==> src/rtl/multi_cycle_control_pkg.sv <==
// multi_cycle_control_pkg
//   Shared definitions for the LEGv8 multi-cycle sequencer:
//   - opcode constants (exact R-type/memory opcodes, casez patterns for CBZ and B)
//   - FSM state encoding (HALT only when MCC_ILLEGAL_TRAP_EN is defined)
//   - opcode class enumeration produced by mcc_opclass
//   - ALUOp and PCSrc encodings
package multi_cycle_control_pkg;

  // Opcode field = instruction bits [31:21]
  localparam logic [10:0] OP_LDUR = 11'h7C2;
  localparam logic [10:0] OP_STUR = 11'h7C0;
  localparam logic [10:0] OP_ADD  = 11'h458;
  localparam logic [10:0] OP_SUB  = 11'h658;
  localparam logic [10:0] OP_AND  = 11'h450;
  localparam logic [10:0] OP_ORR  = 11'h550;
  // CBZ and B carry immediate bits inside [31:21]; only the prefix decodes.
  localparam logic [10:0] OP_CBZ  = 11'b10110100???;
  localparam logic [10:0] OP_B    = 11'b000101?????;

  typedef enum logic [2:0] {
    ST_FETCH  = 3'd0,
    ST_DECODE = 3'd1,
    ST_EXEC   = 3'd2,
    ST_MEM    = 3'd3,
    ST_WB     = 3'd4
`ifdef MCC_ILLEGAL_TRAP_EN
    , ST_HALT = 3'd5
`endif
  } state_t;

  typedef enum logic [2:0] {
    CL_RTYPE   = 3'd0,
    CL_LDUR    = 3'd1,
    CL_STUR    = 3'd2,
    CL_CBZ     = 3'd3,
    CL_B       = 3'd4,
    CL_ILLEGAL = 3'd5
  } opclass_t;

  localparam logic [1:0] ALUOP_ADD   = 2'b00;  // address computation
  localparam logic [1:0] ALUOP_PASSB = 2'b01;  // pass B, used by CBZ
  localparam logic [1:0] ALUOP_RTYPE = 2'b10;  // ALU control decodes funct

  localparam logic [1:0] PCSRC_SEQ    = 2'b00; // PC + 4
  localparam logic [1:0] PCSRC_BRANCH = 2'b01; // PC + (SignExt << 2)

endpackage

==> src/rtl/mcc_opclass.sv <==
// mcc_opclass
//   Combinational opcode classifier for the multi-cycle sequencer.
//   Ports:
//     opcode  in  11  instruction bits [31:21]
//     opclass out     RTYPE / LDUR / STUR / CBZ / B / ILLEGAL
module mcc_opclass
  import multi_cycle_control_pkg::*;
(
  input  logic [10:0] opcode,
  output opclass_t    opclass
);

  always_comb begin
    opclass = CL_ILLEGAL;
    casez (opcode)
      OP_ADD, OP_SUB, OP_AND, OP_ORR: opclass = CL_RTYPE;
      OP_LDUR:                        opclass = CL_LDUR;
      OP_STUR:                        opclass = CL_STUR;
      OP_CBZ:                         opclass = CL_CBZ;
      OP_B:                           opclass = CL_B;
      default:                        opclass = CL_ILLEGAL;
    endcase
  end

endmodule

==> src/rtl/multi_cycle_control.sv <==
// multi_cycle_control
//   Multi-cycle sequencer for the LEGv8 subset (LDUR, STUR, ADD, SUB, AND,
//   ORR, CBZ, B). Steps FETCH -> DECODE -> EXEC -> MEM -> WB over a shared
//   ALU and a variable-latency data memory, and counts retired instructions.
//   Optional feature macro: MCC_ILLEGAL_TRAP_EN (illegal opcode -> HALT,
//   adds the Illegal port); otherwise illegal opcodes retire as NOPs.
//   Ports:
//     CLK, Reset (synchronous, active-high)
//     Opcode[10:0], Zero, MemReady           inputs from the datapath
//     Reg2Loc, ALUSrc, MemToReg, RegWrite,
//     MemRead, MemWrite, ALUOp[1:0]          datapath controls
//     IRWrite, PCWrite, PCSrc[1:0]           per-step strobes
//     InstrDone, RetireCount[CNTW-1:0]       retirement pulse and counter
//     State[2:0]                             current state (debug)
//     Illegal                                only with MCC_ILLEGAL_TRAP_EN
module multi_cycle_control
  import multi_cycle_control_pkg::*;
#(
  parameter int CNTW = 32
)
(
  input  logic            CLK,
  input  logic            Reset,
  input  logic [10:0]     Opcode,
  input  logic            Zero,
  input  logic            MemReady,
  output logic            Reg2Loc,
  output logic            ALUSrc,
  output logic            MemToReg,
  output logic            RegWrite,
  output logic            MemRead,
  output logic            MemWrite,
  output logic [1:0]      ALUOp,
  output logic            IRWrite,
  output logic            PCWrite,
  output logic [1:0]      PCSrc,
  output logic            InstrDone,
  output logic [CNTW-1:0] RetireCount,
  output logic [2:0]      State
`ifdef MCC_ILLEGAL_TRAP_EN
  ,
  output logic            Illegal
`endif
);

  state_t         state_reg, state_next;
  logic [CNTW-1:0] count_reg;
  opclass_t       opclass;

  logic       reg2loc_c, alusrc_c, memtoreg_c, regwrite_c;
  logic       memread_c, memwrite_c, irwrite_c, retire_c;
  logic [1:0] aluop_c, pcsrc_c;
`ifdef MCC_ILLEGAL_TRAP_EN
  logic       illegal_c;
`endif

  mcc_opclass u_opclass (
    .opcode  (Opcode),
    .opclass (opclass)
  );

  always_ff @(posedge CLK) begin
    if (Reset) begin
      state_reg <= ST_FETCH;
      count_reg <= '0;
    end else begin
      state_reg <= state_next;
      if (retire_c)
        count_reg <= count_reg + CNTW'(1);
    end
  end

  // Every retirement also loads the PC, so PCWrite and InstrDone are
  // both derived from retire_c below.
  always_comb begin
    state_next = state_reg;
    reg2loc_c  = 1'b0;
    alusrc_c   = 1'b0;
    memtoreg_c = 1'b0;
    regwrite_c = 1'b0;
    memread_c  = 1'b0;
    memwrite_c = 1'b0;
    irwrite_c  = 1'b0;
    retire_c   = 1'b0;
    aluop_c    = ALUOP_ADD;
    pcsrc_c    = PCSRC_SEQ;
`ifdef MCC_ILLEGAL_TRAP_EN
    illegal_c  = 1'b0;
`endif
    case (state_reg)
      ST_FETCH: begin
        irwrite_c  = 1'b1;
        state_next = ST_DECODE;
      end
      ST_DECODE: begin
        case (opclass)
          CL_B: begin
            retire_c   = 1'b1;
            pcsrc_c    = PCSRC_BRANCH;
            state_next = ST_FETCH;
          end
          CL_ILLEGAL: begin
`ifdef MCC_ILLEGAL_TRAP_EN
            state_next = ST_HALT;
`else
            // Unknown opcode is skipped as a NOP.
            retire_c   = 1'b1;
            state_next = ST_FETCH;
`endif
          end
          default: state_next = ST_EXEC;
        endcase
      end
      ST_EXEC: begin
        case (opclass)
          CL_RTYPE: begin
            aluop_c    = ALUOP_RTYPE;
            state_next = ST_WB;
          end
          CL_LDUR, CL_STUR: begin
            alusrc_c   = 1'b1;
            aluop_c    = ALUOP_ADD;
            state_next = ST_MEM;
          end
          CL_CBZ: begin
            reg2loc_c  = 1'b1;
            aluop_c    = ALUOP_PASSB;
            retire_c   = 1'b1;
            pcsrc_c    = Zero ? PCSRC_BRANCH : PCSRC_SEQ;
            state_next = ST_FETCH;
          end
          // Opcode is held stable from DECODE, so this only recovers
          // from a datapath fault: abandon the instruction silently.
          default: state_next = ST_FETCH;
        endcase
      end
      ST_MEM: begin
        case (opclass)
          CL_LDUR: begin
            memread_c = 1'b1;
            if (MemReady)
              state_next = ST_WB;
          end
          CL_STUR: begin
            memwrite_c = 1'b1;
            reg2loc_c  = 1'b1;
            if (MemReady) begin
              retire_c   = 1'b1;
              state_next = ST_FETCH;
            end
          end
          default: state_next = ST_FETCH;
        endcase
      end
      ST_WB: begin
        regwrite_c = 1'b1;
        memtoreg_c = (opclass == CL_LDUR);
        retire_c   = 1'b1;
        state_next = ST_FETCH;
      end
`ifdef MCC_ILLEGAL_TRAP_EN
      ST_HALT: begin
        illegal_c  = 1'b1;
        state_next = ST_HALT;
      end
`endif
      default: state_next = ST_FETCH;
    endcase
  end

  // Reset masks every output except State in the same cycle, so an
  // interrupted instruction never shows a partial strobe.
  assign Reg2Loc     = ~Reset & reg2loc_c;
  assign ALUSrc      = ~Reset & alusrc_c;
  assign MemToReg    = ~Reset & memtoreg_c;
  assign RegWrite    = ~Reset & regwrite_c;
  assign MemRead     = ~Reset & memread_c;
  assign MemWrite    = ~Reset & memwrite_c;
  assign ALUOp       = Reset ? 2'b00 : aluop_c;
  assign IRWrite     = ~Reset & irwrite_c;
  assign PCWrite     = ~Reset & retire_c;
  assign PCSrc       = Reset ? 2'b00 : pcsrc_c;
  assign InstrDone   = ~Reset & retire_c;
  assign RetireCount = Reset ? '0 : count_reg;
  assign State       = state_reg;
`ifdef MCC_ILLEGAL_TRAP_EN
  assign Illegal     = ~Reset & illegal_c;
`endif

endmodule

==> config.mk <==
export PLATFORM = sky130hd
export DESIGN_NAME = multi_cycle_control
export DESIGN_NICKNAME = d
export VERILOG_FILES = /design/src/rtl/multi_cycle_control_pkg.sv /design/src/rtl/mcc_opclass.sv /design/src/rtl/multi_cycle_control.sv
export SDC_FILE = /design/constraint.sdc
export NUM_CORES = 1
export LEC_CHECK = 0
export CAP_MARGIN = 20
export CELL_PAD_IN_SITES_DETAIL_PLACEMENT = 0
export CELL_PAD_IN_SITES_GLOBAL_PLACEMENT = 1
export CORE_MARGIN = 2
export CORE_UTILIZATION = 40
export CTS_BUF_LIST = sky130_fd_sc_hd__clkbuf_2
export DETAILED_ROUTE_END_ITERATION = 8
export PLACE_DENSITY_LB_ADDON = 0.1
export SETUP_SLACK_MARGIN = 0.2
export SLEW_MARGIN = 0
export SYNTH_ARGS = -nofsm -noshare
export SYNTH_HDL_FRONTEND = slang
export SYNTH_SLANG_ARGS = --single-unit
==> constraint.sdc <==
create_clock -name CLK -period 9.8 [get_ports CLK]
set_input_delay 2.94 -clock CLK [delete_from_list [all_inputs] [get_ports CLK]]
set_output_delay 2.94 -clock CLK [all_outputs]
set_load 0.1 [all_outputs]
# Word-level counts from Yosys, hierarchy flattened
# Index checks and enable logic that the tools add are counted.
word_totals:
  ff_bits: 35
  latchBits: 0
  ram_bits: 0
  romBits: 0
  inputBits: 15
  output_inout_bits: 48
  elab_cells: 68
  n_memories: 0
classes:
  n_addsub: 1
  multipliers: 0
  div: 0
  order_cmp: 0
  n_eq_ne: 19
  shift: 0
  n_mux: 31
  n_bitwise: 9
  n_reduce_logical: 6
ops:
  columns: ["operator", "n"]
  rows:
  - ["11-bit == test (second input constant)", 6]
  - ["32-bit by 1-bit adder with 32-bit output (second input constant)", 1]
  - ["32-bit 2-to-1 mux", 1]
  - ["1-bit 2-to-1 mux", 16]
  - ["3-bit case mux with 5 select lines", 1]
  - ["3-bit by 2-bit == test with 1-bit output (second input constant)", 4]
  - ["3-bit case mux with 2 select lines", 2]
  - ["3-bit case mux with 4 select lines", 1]
  - ["3-bit == test (second input constant)", 3]
  - ["1-bit AND", 8]
  - ["8-bit == test (second input constant)", 1]
  - ["2-bit 2-to-1 mux", 4]
  - ["3-bit by 1-bit == test with 1-bit output (second input constant)", 2]
  - ["6-bit by 3-bit == test with 1-bit output (second input constant)", 1]
  - ["3-bit logical NOT", 2]
  - ["3-bit 2-to-1 mux", 2]
  - ["3-bit inequality test (second input constant)", 2]
  - ["1-bit case mux with 2 select lines", 2]
  - ["1-bit case mux with 4 select lines", 1]
  - ["2-bit case mux with 2 select lines", 1]
  - ["2-bit OR reduction", 2]
  - ["4-bit OR reduction", 1]
  - ["2-bit AND reduction", 1]
  - ["1-bit inverter", 1]

# Depth between registers and ports, before layout
depth:
  depth_word: 8
  ltp_mapped: 9
  mapped_depth_nobuf: 5

# Cells and area by module
# Synthesis repeated with hierarchy kept, for this count alone.
hier_totals:
  cells_unflattened: 278
  hier_area_um2: 2182.1
modules_own_cells:
  columns: ["mod", "n_inst", "cells_per_inst", "area_each_um2"]
  rows:
  - ["multi_cycle_control", 1, 261, 2055.7]
  - ["mcc_opclass", 1, 17, 126.4]

# Least setup slack after synthesis
# OpenSTA, ideal clock, no wires.
synth_path:
  kind: "input -> output"
  startpoint: "input port Reset"
  endpoint: "output port MemToReg"
  t_arrival_ps: 7592
  t_required_ps: 6860
  slack_ps: -732
  path_stages: 4
  n_path_buf: 2
  cell_sequence: "clkbuf_1 -> clkbuf_1 -> nor4b_1 -> and3_1"
synth_between:
  elab_chain_cells: 2
synth_lines:
  columns: ["element", "line", "rtl"]
  rows:
  - ["from (decl)", "multi_cycle_control.sv:23", "input logic Reset,"]
  - ["1-bit inverter", "multi_cycle_control.sv:175", "assign MemToReg = ~Reset & memtoreg_c;"]
  - ["1-bit AND", "multi_cycle_control.sv:175", null]
  - ["to (decl)", "multi_cycle_control.sv:29", "output logic MemToReg,"]
# Every way passes these cells.

# Worst setup path after layout
layout_path:
  startpoint: "input port Opcode[5]"
  endpoint: "output port Reg2Loc"
layout_between:
  elab_chain_cells: 7
  word_cells_on_any_way: 16
layout_lines:
  columns: ["element", "line", "rtl"]
  rows:
  - ["from (decl)", "multi_cycle_control.sv:24", "input logic [10:0] Opcode,"]
  - ["11-bit == test", "mcc_opclass.sv:15", "casez (opcode)"]
  - ["4-bit OR reduction", "mcc_opclass.sv:15", null]
  - ["3-bit case mux with 5 select lines *", "mcc_opclass.sv:15", null]
  - ["3-bit by 2-bit == test with 1-bit output, on equally long branches", "multi_cycle_control.sv:138, multi_cycle_control.sv:115", null]
  - ["1-bit 2-to-1 mux, on equally long branches", "multi_cycle_control.sv:138, multi_cycle_control.sv:115", null]
  - ["1-bit case mux with 2 select lines *", "multi_cycle_control.sv:90", "case (state_reg)"]
  - ["1-bit AND *", "multi_cycle_control.sv:173", "assign Reg2Loc = ~Reset & reg2loc_c;"]
  - ["to (decl)", "multi_cycle_control.sv:27", "output logic Reg2Loc,"]
# Mark *: on every way between the ends. The rest lies on a longest branch, timed or not.

==> key figures <==
Run status
  • Outcome: completed

Pwr
  • Switching pwr: 0.00008033 W
  • VDD IR max: 50.19 uV
  • Leak: 1.076 nW
  • Pint: 0.0001724 W
  • PD cells: 82.12 nW/um^2
  • Comb pwr share: 16.3%
  • Clock power frac: 26.1%
  • Part of the power in registers: 57.6%
  • Switching Fraction: 31.78%

CTS
  • # hold bufs at CTS: 0
  • Cts repair resizes: 0
  • CTS clk-pin slew, worst paths: 0.18 ns
  • H-tree Lvls: 2
  • Total CTS buffers: 5
  • TritonCTS clock tree: done
  • Clock Latency Late Sink: 0.38 ns
  • Root buffer cell: clkbuf_2
  • Sink Count: 35
  • Max Buffers Root-to-Sink: 2
  • Post-CTS Setup Inserts: 0

Timing
  • RSZ-0062 raised after global routing: false
  • Fin Setup TNS: 0 ns
  • Tmin final: 8.477 ns
  • Max-Slew Margin vs Limit: 33.79%
  • Fin. Hold Viols: 0
  • Tcrit/Tclk final: 86.50%
  • Clock skew: 0.02321 ns
  • Final setup fails: 0
  • Final Max Tran Viols: 0
  • Peak Freq: 118.0 MHz
  • Worst-margin pin slew: 0.9900 ns

Detailed routing
  • Via-to-Cell Ratio: 5.251
  • Drt pass-1 iters: 4
  • Final wirelength: 5746 um
  • Via count: 2200
  • Avg WL per Cell: 13.71 um
  • Initial DRC count: 103
  • DRC: 0
  • Antenna Violating Nets Remaining: 0

Placement
  • Final HPWL from detailed placement: 4163 um
  • Placed cells: 411
  • IO Port Bufs: 61
  • Placer Congestion: 0.7664

Setup path
  • Most common cell on crit path: clkdlybuf4s50_1
  • CP startpoint kind: primary input
  • Reg2reg path depth: 5
  • Worst Setup SP: Opcode[5]
  • CP cell instances: clkdlybuf4s50_1, nor4b_4, nand4_1, nor3_1, or2_2, clkdlybuf4s50_1
  • Max stage delay on crit path: 1.12 ns
  • Worst-path fanout max: 5
  • RR Startpoint: State[0]
  • Flop2flop setup slack: 7.46 ns
  • Critical Path End Type: primary output
  • FF-to-FF End: count_reg[28]
  • Worst Path Required: 6.86 ns
  • Kind of critical path: in2out
  • Slowest CP cell: clkdlybuf4s50_1
  • Worst Path Arrival: 5.54 ns

Synth
  • Ys Warns: 0
  • Sequential area share after synthesis: 28.56%
  • FFs w/ async S/R, synth: 0%
  • Top FF cell, synth: dfxtp_1
  • Syn nets: 310
  • Synth Register Bits: 35
  • Syn Area/Cell: 8.346 sq um
  • Mapped Area: 2454 sq um
  • Post-synth EDFFs: 0
  • Cell count after synthesis: 294
  • Count of cell types in the netlist: 45

Global routing
  • GRT overflow: 0
  • First-pass GRT wire length: 9522 um
  • Overall routing resource usage: 17.74%
  • Initial antenna violation count: 0
  • Number of global-route vias before repair: 2029
  • Largest net degree at the start of global routing: 38

Floorplanning
  • Overall die width: 82.32 um
  • Core Area: 5921 sq um
  • Initial Util: 41.44%
  • Io pins: 63
  • Row count: 28
  • Die ar.: 6777 sq um
  • Die height: 82.32 um

Hold path
  • WHS Endpoint: count_reg[1]
  • Hold path start: count_reg[1]
  • Hold WC Path Type: reg2reg
  • WHS Path Cells: 2

Final layout
  • Area growth, synth to finish: 25.45%
  • Nets: 359
  • Final cell count without fillers: 419
  • Layout cells sized above 1: 14.53%
  • Max reg flops: 32
  • Ant diodes: 0

Run
  • Max cap viols: 0
layout make-up:
class	instances	area, sq um
Multi-Input combinational cell	231	1598
Clock buffer	5	25.02
Fill cell	599	2843
Tap cell	75	93.84
Sequential cell	35	700.7
Inverter	6	22.52
Timing Repair Buffer	64	623.1
Clock inverter	3	15.01
power by group through the flow:
stage,Combinational [W],Clock [W],Sequential [W]
6_report,0.0000412,0.0000661,0.000145
4_1_cts,0.0000414,0.0000701,0.000146
2_1_floorplan,0.0000286,0,0.000150
5_1_grt,0.0000440,0.0000769,0.000146
3_3_place_gp,0.0000410,0,0.000148
3_5_place_dp,0.0000412,0,0.000148
logic make-up after synthesis:
logic type | Yosys count | share of synthesized area (%)
muxes | 31 | 14.18
buffers and inverters | 28 | 6.578
AOI/OAI and AO/OA | 43 | 15.35
DFF | 35 | 28.56
and+or+nand+nor | 155 | 34.68
adders and majority gates | 1 | 0.5099
other | 1 | 0.1528
synth_stat cells, types with 2 or more instances:
| master | n | area share, % |
|---|---|---|
| buf_6 | 2 | 0.92 |
| nor3_1 | 8 | 1.6 |
| a21oi_1 | 18 | 3.7 |
| a21oi_2 | 7 | 2.5 |
| nand3_1 | 16 | 3.3 |
| buf_8 | 2 | 1.2 |
| nand4_1 | 18 | 4.6 |
| buf_2 | 3 | 0.61 |
| buf_4 | 4 | 1.2 |
| inv_1 | 6 | 0.92 |
| a2111oi_4 | 3 | 3.4 |
| clkbuf_1 | 11 | 1.7 |
| a211oi_2 | 5 | 2.5 |
| nand2_1 | 16 | 2.4 |
| dfxtp_1 | 35 | 29 |
| mux2_1 | 16 | 7.3 |
| nor2b_1 | 29 | 7.4 |
| o21ai_0 | 4 | 0.82 |
| and3_1 | 4 | 1.0 |
| nor2_1 | 48 | 7.3 |
| mux2_2 | 14 | 6.4 |
| a31oi_1 | 2 | 0.51 |
critical path: cells and delay by family:
family | cells | cell delay, ns
buf+inv | 2 | 1.57
simple gates | 4 | 1.03
cells in the final DEF, fill, tap and decap left out, drive strengths merged:
master / synthesis / routed
and2: 1 / 1
nor4: 1 / 1
clkinv: 0 / 2
nor2: 48 / 48
nor2b: 29 / 29
and4b: 1 / 1
mux2: 30 / 30
ha: 1 / 1
conb: 1 / 1
nand2: 16 / 16
a211oi: 5 / 5
a31oi: 2 / 2
and3: 4 / 4
and4: 2 / 2
o211ai: 1 / 1
clkinvlp: 0 / 1
inv: 6 / 6
nor4b: 2 / 2
a2111oi: 4 / 4
or2: 1 / 1
mux2i: 1 / 1
a21oi: 25 / 25
o21ai: 4 / 4
nor3: 8 / 8
nor4bb: 1 / 1
clkbuf: 11 / 5
nand3b: 1 / 1
and3b: 1 / 1
dfxtp: 35 / 35
nand4: 19 / 19
clkdlybuf4s50: 0 / 58
a21boi: 1 / 1
nor3b: 3 / 3
and4bb: 1 / 1
buf: 11 / 6
nand3: 16 / 16
o211a: 1 / 1
worst max path at each step:
stage                     endpoint  slack [ns]
after floorplan            IRWrite        0.48
after global placement     Reg2Loc        1.38
after detailed placement   Reg2Loc        1.32
after CTS                  Reg2Loc        1.32
after global routing       Reg2Loc        1.17
final                      Reg2Loc        1.32
routing by layer:
layer  vias to the layer above  GRT usage (%)  share of wire [%]
met5                         -              0                  0
met4                         0          4.000               0.61
met3                         4          3.696                4.9
met2                        42          27.34                 44
met1                      1014          25.32                 50
li1                       1140              -                  -
metrics by stage:
step / cell area [sq um] / setup WS (ns) / hold WS, ns / total power (W) / utilization, %
after floorplan: 2460 / 0.4838 / 0.4943 / 0.0001781 / -
after global placement: 3038 / 1.376 / 0.5164 / 0.0001893 / 51.31
after detailed placement: 3038 / 1.323 / 0.5392 / 0.0001896 / 51.31
after CTS: 3078 / 1.315 / 0.5666 / 0.0002570 / 51.99
after global routing: 3078 / 1.170 / 0.5915 / 0.0002669 / 51.99
final: 3078 / 1.323 / 0.5656 / 0.0002528 / 51.99
Power figures use the tool's default switching activity.
